**src/rtl/pipe_hazard_ctrl_if.sv**
```systemverilog
// Hazard-control bundle between the pipeline datapath (master) and the sequencing
// controller (slave): ID/EX hazard sources in, stage enables/flushes/holds out.
interface pipe_hazard_ctrl_if;
   logic [4:0] id_rs;
   logic [4:0] id_rt;
   logic       id_use_rs;
   logic       id_use_rt;
   logic [2:0] ex_MemRead;
   logic [4:0] ex_rt;
   logic       ex_branch_taken;
   logic       ex_jump;
   logic       ex_md_start;
   logic       ex_exc;
   logic       PC_write;
   logic       IF_ID_write;
   logic       IF_ID_flush;
   logic       ID_EX_bubble;
   logic       EX_stall;
   logic       md_done;
   logic       exc_ack;
   logic [1:0] state;

   modport master (
      output id_rs, id_rt, id_use_rs, id_use_rt, ex_MemRead, ex_rt,
             ex_branch_taken, ex_jump, ex_md_start, ex_exc,
      input  PC_write, IF_ID_write, IF_ID_flush, ID_EX_bubble, EX_stall,
             md_done, exc_ack, state
   );

   modport slave (
      input  id_rs, id_rt, id_use_rs, id_use_rt, ex_MemRead, ex_rt,
             ex_branch_taken, ex_jump, ex_md_start, ex_exc,
      output PC_write, IF_ID_write, IF_ID_flush, ID_EX_bubble, EX_stall,
             md_done, exc_ack, state
   );
endinterface

```
**src/rtl/pipe_hazard_ctrl.sv**
```systemverilog
// Five-stage pipeline sequencing controller: load-use stalls, branch/jump squashes,
// EX exceptions and multi-cycle mult/div occupancy of the EX stage.
module pipe_hazard_ctrl #(
   parameter int MD_LATENCY = 32,
   parameter int CNT_W      = 6
) (
   input  logic                 clk,
   input  logic                 rst,
   pipe_hazard_ctrl_if.slave    hz
);

   typedef enum logic [1:0] {
      ST_RUN     = 2'd0,
      ST_MD_BUSY = 2'd1,
      ST_MD_DONE = 2'd2,
      ST_EXC     = 2'd3
   } state_t;

   localparam logic [CNT_W-1:0] CNT_START = CNT_W'(MD_LATENCY - 1);
   localparam logic [CNT_W-1:0] CNT_ONE   = CNT_W'(1);

   state_t           state_r;
   state_t           state_nx_s;
   logic [CNT_W-1:0] cnt_r;
   logic [CNT_W-1:0] cnt_nx_s;
   logic             lu_s;
   logic             pc_write_s;
   logic             if_id_write_s;
   logic             if_id_flush_s;
   logic             id_ex_bubble_s;
   logic             ex_stall_s;
   logic             md_done_s;
   logic             exc_ack_s;

   // Load in EX whose destination feeds a source the ID instruction actually reads.
   assign lu_s = (hz.ex_MemRead != 3'd0) && (hz.ex_rt != 5'd0) &&
                 ((hz.id_use_rs && (hz.id_rs == hz.ex_rt)) ||
                  (hz.id_use_rt && (hz.id_rt == hz.ex_rt)));

   // State and mult/div countdown register.
   always_ff @(posedge clk) begin
      if (rst) begin
         state_r <= ST_RUN;
         cnt_r   <= '0;
      end else begin
         state_r <= state_nx_s;
         cnt_r   <= cnt_nx_s;
      end
   end

   // Next-state and stage-control decode.
   always_comb begin
      pc_write_s     = 1'b1;
      if_id_write_s  = 1'b1;
      if_id_flush_s  = 1'b0;
      id_ex_bubble_s = 1'b0;
      ex_stall_s     = 1'b0;
      md_done_s      = 1'b0;
      exc_ack_s      = 1'b0;
      state_nx_s     = state_r;
      cnt_nx_s       = cnt_r;
      if (rst) begin
         pc_write_s     = 1'b0;
         if_id_write_s  = 1'b0;
         if_id_flush_s  = 1'b1;
         id_ex_bubble_s = 1'b1;
         state_nx_s     = ST_RUN;
         cnt_nx_s       = '0;
      end else begin
         case (state_r)
            ST_RUN, ST_MD_DONE: begin
               md_done_s  = (state_r == ST_MD_DONE);
               state_nx_s = ST_RUN;
               // A mult/div just finishing cannot launch another from the same EX slot.
               if (hz.ex_exc) begin
                  if_id_flush_s  = 1'b1;
                  id_ex_bubble_s = 1'b1;
                  state_nx_s     = ST_EXC;
               end else if (hz.ex_branch_taken || hz.ex_jump) begin
                  if_id_flush_s  = 1'b1;
                  id_ex_bubble_s = 1'b1;
               end else if (hz.ex_md_start && (state_r == ST_RUN)) begin
                  pc_write_s    = 1'b0;
                  if_id_write_s = 1'b0;
                  ex_stall_s    = 1'b1;
                  cnt_nx_s      = CNT_START;
                  state_nx_s    = ST_MD_BUSY;
               end else if (lu_s) begin
                  pc_write_s     = 1'b0;
                  if_id_write_s  = 1'b0;
                  id_ex_bubble_s = 1'b1;
               end else begin
                  state_nx_s = ST_RUN;
               end
            end
            ST_MD_BUSY: begin
               pc_write_s    = 1'b0;
               if_id_write_s = 1'b0;
               ex_stall_s    = 1'b1;
               if (cnt_r > CNT_ONE) begin
                  cnt_nx_s   = cnt_r - CNT_ONE;
                  state_nx_s = ST_MD_BUSY;
               end else begin
                  state_nx_s = ST_MD_DONE;
               end
            end
            ST_EXC: begin
               exc_ack_s      = 1'b1;
               pc_write_s     = 1'b0;
               if_id_write_s  = 1'b0;
               if_id_flush_s  = 1'b1;
               id_ex_bubble_s = 1'b1;
               state_nx_s     = ST_RUN;
            end
            default: begin
               state_nx_s = ST_RUN;
            end
         endcase
      end
   end

   assign hz.PC_write     = pc_write_s;
   assign hz.IF_ID_write  = if_id_write_s;
   assign hz.IF_ID_flush  = if_id_flush_s;
   assign hz.ID_EX_bubble = id_ex_bubble_s;
   assign hz.EX_stall     = ex_stall_s;
   assign hz.md_done      = md_done_s;
   assign hz.exc_ack      = exc_ack_s;
   assign hz.state        = state_r;

endmodule

```
**src/flat_wrapper.sv**
```systemverilog
// flat-port wrapper written by rule: the top's interface ports become plain ports
module pipe_hazard_ctrl_flat 
#(
   parameter int MD_LATENCY = 32,
   parameter int CNT_W      = 6
)
  (clk, rst, hz_id_rs, hz_id_rt, hz_id_use_rs, hz_id_use_rt, hz_ex_MemRead, hz_ex_rt, hz_ex_branch_taken, hz_ex_jump, hz_ex_md_start, hz_ex_exc, hz_PC_write, hz_IF_ID_write, hz_IF_ID_flush, hz_ID_EX_bubble, hz_EX_stall, hz_md_done, hz_exc_ack, hz_state);
  pipe_hazard_ctrl_if hz_i ();
  input  logic clk;
  input  logic rst;
  input wire logic [$bits(hz_i.id_rs)-1:0] hz_id_rs;
  input wire logic [$bits(hz_i.id_rt)-1:0] hz_id_rt;
  input wire logic [$bits(hz_i.id_use_rs)-1:0] hz_id_use_rs;
  input wire logic [$bits(hz_i.id_use_rt)-1:0] hz_id_use_rt;
  input wire logic [$bits(hz_i.ex_MemRead)-1:0] hz_ex_MemRead;
  input wire logic [$bits(hz_i.ex_rt)-1:0] hz_ex_rt;
  input wire logic [$bits(hz_i.ex_branch_taken)-1:0] hz_ex_branch_taken;
  input wire logic [$bits(hz_i.ex_jump)-1:0] hz_ex_jump;
  input wire logic [$bits(hz_i.ex_md_start)-1:0] hz_ex_md_start;
  input wire logic [$bits(hz_i.ex_exc)-1:0] hz_ex_exc;
  output wire logic [$bits(hz_i.PC_write)-1:0] hz_PC_write;
  output wire logic [$bits(hz_i.IF_ID_write)-1:0] hz_IF_ID_write;
  output wire logic [$bits(hz_i.IF_ID_flush)-1:0] hz_IF_ID_flush;
  output wire logic [$bits(hz_i.ID_EX_bubble)-1:0] hz_ID_EX_bubble;
  output wire logic [$bits(hz_i.EX_stall)-1:0] hz_EX_stall;
  output wire logic [$bits(hz_i.md_done)-1:0] hz_md_done;
  output wire logic [$bits(hz_i.exc_ack)-1:0] hz_exc_ack;
  output wire logic [$bits(hz_i.state)-1:0] hz_state;
  assign hz_i.id_rs = hz_id_rs;
  assign hz_i.id_rt = hz_id_rt;
  assign hz_i.id_use_rs = hz_id_use_rs;
  assign hz_i.id_use_rt = hz_id_use_rt;
  assign hz_i.ex_MemRead = hz_ex_MemRead;
  assign hz_i.ex_rt = hz_ex_rt;
  assign hz_i.ex_branch_taken = hz_ex_branch_taken;
  assign hz_i.ex_jump = hz_ex_jump;
  assign hz_i.ex_md_start = hz_ex_md_start;
  assign hz_i.ex_exc = hz_ex_exc;
  assign hz_PC_write = hz_i.PC_write;
  assign hz_IF_ID_write = hz_i.IF_ID_write;
  assign hz_IF_ID_flush = hz_i.IF_ID_flush;
  assign hz_ID_EX_bubble = hz_i.ID_EX_bubble;
  assign hz_EX_stall = hz_i.EX_stall;
  assign hz_md_done = hz_i.md_done;
  assign hz_exc_ack = hz_i.exc_ack;
  assign hz_state = hz_i.state;
  pipe_hazard_ctrl #(.MD_LATENCY(MD_LATENCY), .CNT_W(CNT_W)) u_core (.clk(clk), .rst(rst), .hz(hz_i));
endmodule
```
**config.mk**
```make
export PLATFORM = sky130hd
export DESIGN_NAME = pipe_hazard_ctrl_flat
export DESIGN_NICKNAME = d
export VERILOG_FILES = /design/src/rtl/pipe_hazard_ctrl_if.sv /design/src/rtl/pipe_hazard_ctrl.sv /design/src/flat_wrapper.sv
export SDC_FILE = /design/constraint.sdc
export NUM_CORES = 1
export LEC_CHECK = 0
export CAP_MARGIN = 20
export CORE_MARGIN = 5
export CORE_UTILIZATION = 40
export DETAILED_ROUTE_END_ITERATION = 16
export PLACE_DENSITY = 0.82
export RECOVER_POWER = 100
export SYNTH_ARGS = -nofsm -noshare
export SYNTH_HDL_FRONTEND = slang
export SYNTH_SLANG_ARGS = --single-unit
```
**constraint.sdc**
```tcl
create_clock -name clk -period 3.5 [get_ports clk]
set_clock_uncertainty 0.2 [all_clocks]
set_input_delay 0.35 -clock clk [delete_from_list [all_inputs] [get_ports clk]]
set_output_delay 0.35 -clock clk [all_outputs]
set_load 0.01 [all_outputs]
```
==> flow_metrics.env <==
export IMPL_cts_num_sinks=8
export IMPL_netlist_area_leader_share_pct=24.9
export IMPL_hold_buffers=0
export IMPL_post_route_util_pct=65.5
export IMPL_wl_met2_um=874
export IMPL_hold_violations=0
export IMPL_grt_pass1_wl_mm=3.17
export IMPL_period_needed_ns=3.03
export IMPL_gp_congestion=0.888
export IMPL_hold_path_endpoint="u_core.cnt_r[2]"
export IMPL_path_class="in2out"
export IMPL_coreArea_um2=1520
export IMPL_drt_total_wl_mm=1.93
export IMPL_setup_tns_ns=0
export IMPL_syn_area_per_cell_um2=8.14
export IMPL_slowest_stage="dlygate4sd3_1"
export IMPL_synth_simple_area_share_pct=27.6
export IMPL_die_w_um=50.1
export IMPL_cts_resized=0
export IMPL_finalSetupViolations=0
export IMPL_crit_buf_inv=2
export IMPL_holdPathStages=1
export IMPL_overflow=0
export IMPL_rrSetupSlack_ns=1.52
export IMPL_synth_area_um2=643
export IMPL_htree_levels=1
export IMPL_vias=715
export IMPL_start_kind="primary input"
export IMPL_combPwrFrac_pct=41.8
export IMPL_drive_above_1_share_pct=3.57
export IMPL_synthAdderAreaFrac_pct=3.89
export IMPL_dp_hpwl_mm=1.56
export IMPL_wl_per_cell_um=15.0
export IMPL_tightest_slew_ns=0.424
export IMPL_synth_cell_types=34
export IMPL_top_layer="met4"
export IMPL_synthCells=79
export IMPL_p_seq_share_pct=36.4
export IMPL_fmax_mhz=330
export IMPL_ir_drop_mv=0.246
export IMPL_synth_top_family_by_area="simple AND/OR/NAND/NOR gates"
export IMPL_start_util_pct=42.2
export IMPL_critical_path_cell_chain="clkdlybuf4s50_1 -> xor2_1 -> nor4_1 -> a32oi_1 -> o41ai_1 -> dlygate4sd3_1"
export IMPL_die_y_um=50.1
export IMPL_ctsLongestPathBuffers=2
export IMPL_post_route_period_util_pct=86.6
export IMPL_synth_xor_area_share_pct=15.0
export IMPL_via_per_inst=5.59
export IMPL_clock_tree_root_cell="clkbuf_4"
export IMPL_yosys_warnings=0
export IMPL_p_leak_uw=0.000370
export IMPL_antenna_cells=0
export IMPL_required_ns=2.95
export IMPL_pin_count=35
export IMPL_clock_power_share_pct=21.8
export IMPL_switching_share_pct=33.5
export IMPL_worst_path_max_fanout=3
export IMPL_synth_nets=107
export IMPL_run_status="finished, final reports clean"
export IMPL_maxCapViolations=0
export IMPL_wl_met3_um=138
export IMPL_endpoint_kind="output pin"
export IMPL_critPathArrivalTime_ns=2.48
export IMPL_min_delay_start="u_core.cnt_r[2]"
export IMPL_cts_buffers=3
export IMPL_port_buffers=34
export IMPL_reg2reg_to="u_core.cnt_r[2]"
export IMPL_grt_setup_unrepaired="no"
export IMPL_muxShareOfSynthArea_pct=1.56
export IMPL_powerDensity_nw_per_um2=328
export IMPL_syn_to_final_growth_pct=55.3
export IMPL_internal_power_uw=217
export IMPL_clk_pin_slew_ns=0.05
export IMPL_synth_compound_area_share_pct=19.8
export IMPL_cts_setup_buffers=0
export IMPL_r2r_start="u_core.cnt_r[0]"
export IMPL_dpl_cell_area_um2=976
export IMPL_grt_pass1_vias=651
export IMPL_relSlewSlack_pct=71.7
export IMPL_first_iter_violations=11
export IMPL_grt_usage_pct=16.5
export IMPL_finalNetCount=142
export IMPL_hold_path_class="reg2reg"
export IMPL_tritoncts="built"
export IMPL_antenna_found_initial=0
export IMPL_drc=0
export IMPL_r2r_cells=6
export IMPL_ys_seq_area_share_pct=24.9
export IMPL_rows=14
export IMPL_dpl_cell_count=125
export IMPL_drv_slew=0
export IMPL_synth_seq_cells=8
export IMPL_slowest_delay_ns=0.66
export IMPL_drtAntennaViolNets=0
export IMPL_dieArea_um2=2510
export IMPL_crit_family="buffers and inverters"
export IMPL_p_switching_uw=110
export IMPL_fin_area_um2=998
export IMPL_met1_length_um=878
export IMPL_clk_latency_ns=0.26
export IMPL_drt_pass1_iter_count=4
export IMPL_yosysTopAreaCell="dfxtp_1"
export IMPL_yosys_top_cells_area="dfxtp_1 25%, xor2_1 12%, nor3_1 8.6%"
export IMPL_grt_start_max_net_pins=13
export IMPL_fin_cells=128
==> cells by family after synthesis <==
kind of cell               count (synthesis)
buffers and inverters                      9
muxes                                      1
DFF                                        8
xor gates and xnor gates                  11
adders and majority gates                  2
and+or+nand+nor                           31
AOI/OAI and AO/OA                         17
==> synth_stat cells (all sizes together) <==
library cell and instances:
nand4 1, ha 2, nor4 2, inv 5, o21bai 2, and3b 1, nand2b 1, nor2 5
or4 1, xnor2 2, nor3 12, and4 1, clkbuf 1, buf 3, a32oi 1, o21a 1
o32ai 1, a21boi 1, xor2 9, a211oi 4, a21oi 3, a311oi 2, dfxtp 8, mux2i 1
and2 2, or3 2, o41ai 1, nor2b 2, o31a 1, and3 1
==> layout by cell type (no fill, tap or decap), types with 3 or more instances in the layout <==
| master | Yosys | layout |
|---|---|---|
| clkdlybuf4s50_1 | 0 | 25 |
| nor3_1 | 11 | 11 |
| xor2_1 | 9 | 9 |
| dlygate4sd3_1 | 0 | 9 |
| dfxtp_1 | 8 | 8 |
| inv_1 | 5 | 5 |
| nor2_1 | 5 | 5 |
| a211oi_1 | 4 | 4 |
| a21oi_1 | 3 | 3 |
| clkbuf_4 | 0 | 3 |
==> layout make-up <==
class,instances,area (um^2)
clock buffer,3,22.5
fill,125,526
inverter,5,18.8
multi-input combinational,62,437
sequential,8,160
tap,16,20.0
timing repair buffer,34,340
==> sequential cells by signal, summed over array words and instances (netlist names) <==
name / count
u_core.cnt_r: 6
u_core.hz.state: 2
==> per-stage QoR <==
step | setup slack, ns | hold WS, ns | total power [uW]
2_1_floorplan | 1.55 | 0.294 | 199
3_3_place_gp | 0.605 | 0.343 | 256
3_5_place_dp | 0.532 | 0.358 | 261
4_1_cts | 0.515 | 0.374 | 334
5_1_grt | 0.355 | 0.425 | 354
6_report | 0.468 | 0.375 | 327
==> worst max-delay path by stage <==
stage	start	to	slack, ns	cells after the start
6_report	hz_ex_rt[3]	hz_ID_EX_bubble	0.47	6
5_1_grt	hz_ex_rt[1]	hz_ID_EX_bubble	0.36	6
4_1_cts	hz_ex_rt[1]	hz_ID_EX_bubble	0.52	6
3_5_place_dp	hz_ex_rt[3]	hz_ID_EX_bubble	0.53	6
3_3_place_gp	hz_ex_rt[1]	hz_ID_EX_bubble	0.61	6
2_1_floorplan	hz_ex_rt[3]	hz_ID_EX_bubble	1.55	4
==> per-layer routing <==
| metal | track usage (%) | vias to the layer above |
|---|---|---|
| li1 | - | 362 |
| met3 | 4.52 | 5 |
| met2 | 25.9 | 27 |
| met5 | 0 | - |
| met4 | 6.55 | 0 |
| met1 | 21.0 | 321 |
==> power by group through the flow <==
stage | Sequential [uW] | Combinational (uW) | Clock (uW)
finish | 119 | 137 | 71.2
global route | 122 | 150 | 81.5
CTS | 119 | 141 | 74.1
detailed placement | 121 | 140 | 0
global placement | 121 | 135 | 0
floorplan | 117 | 82.9 | 0
(Power assumes the default switching activity.)
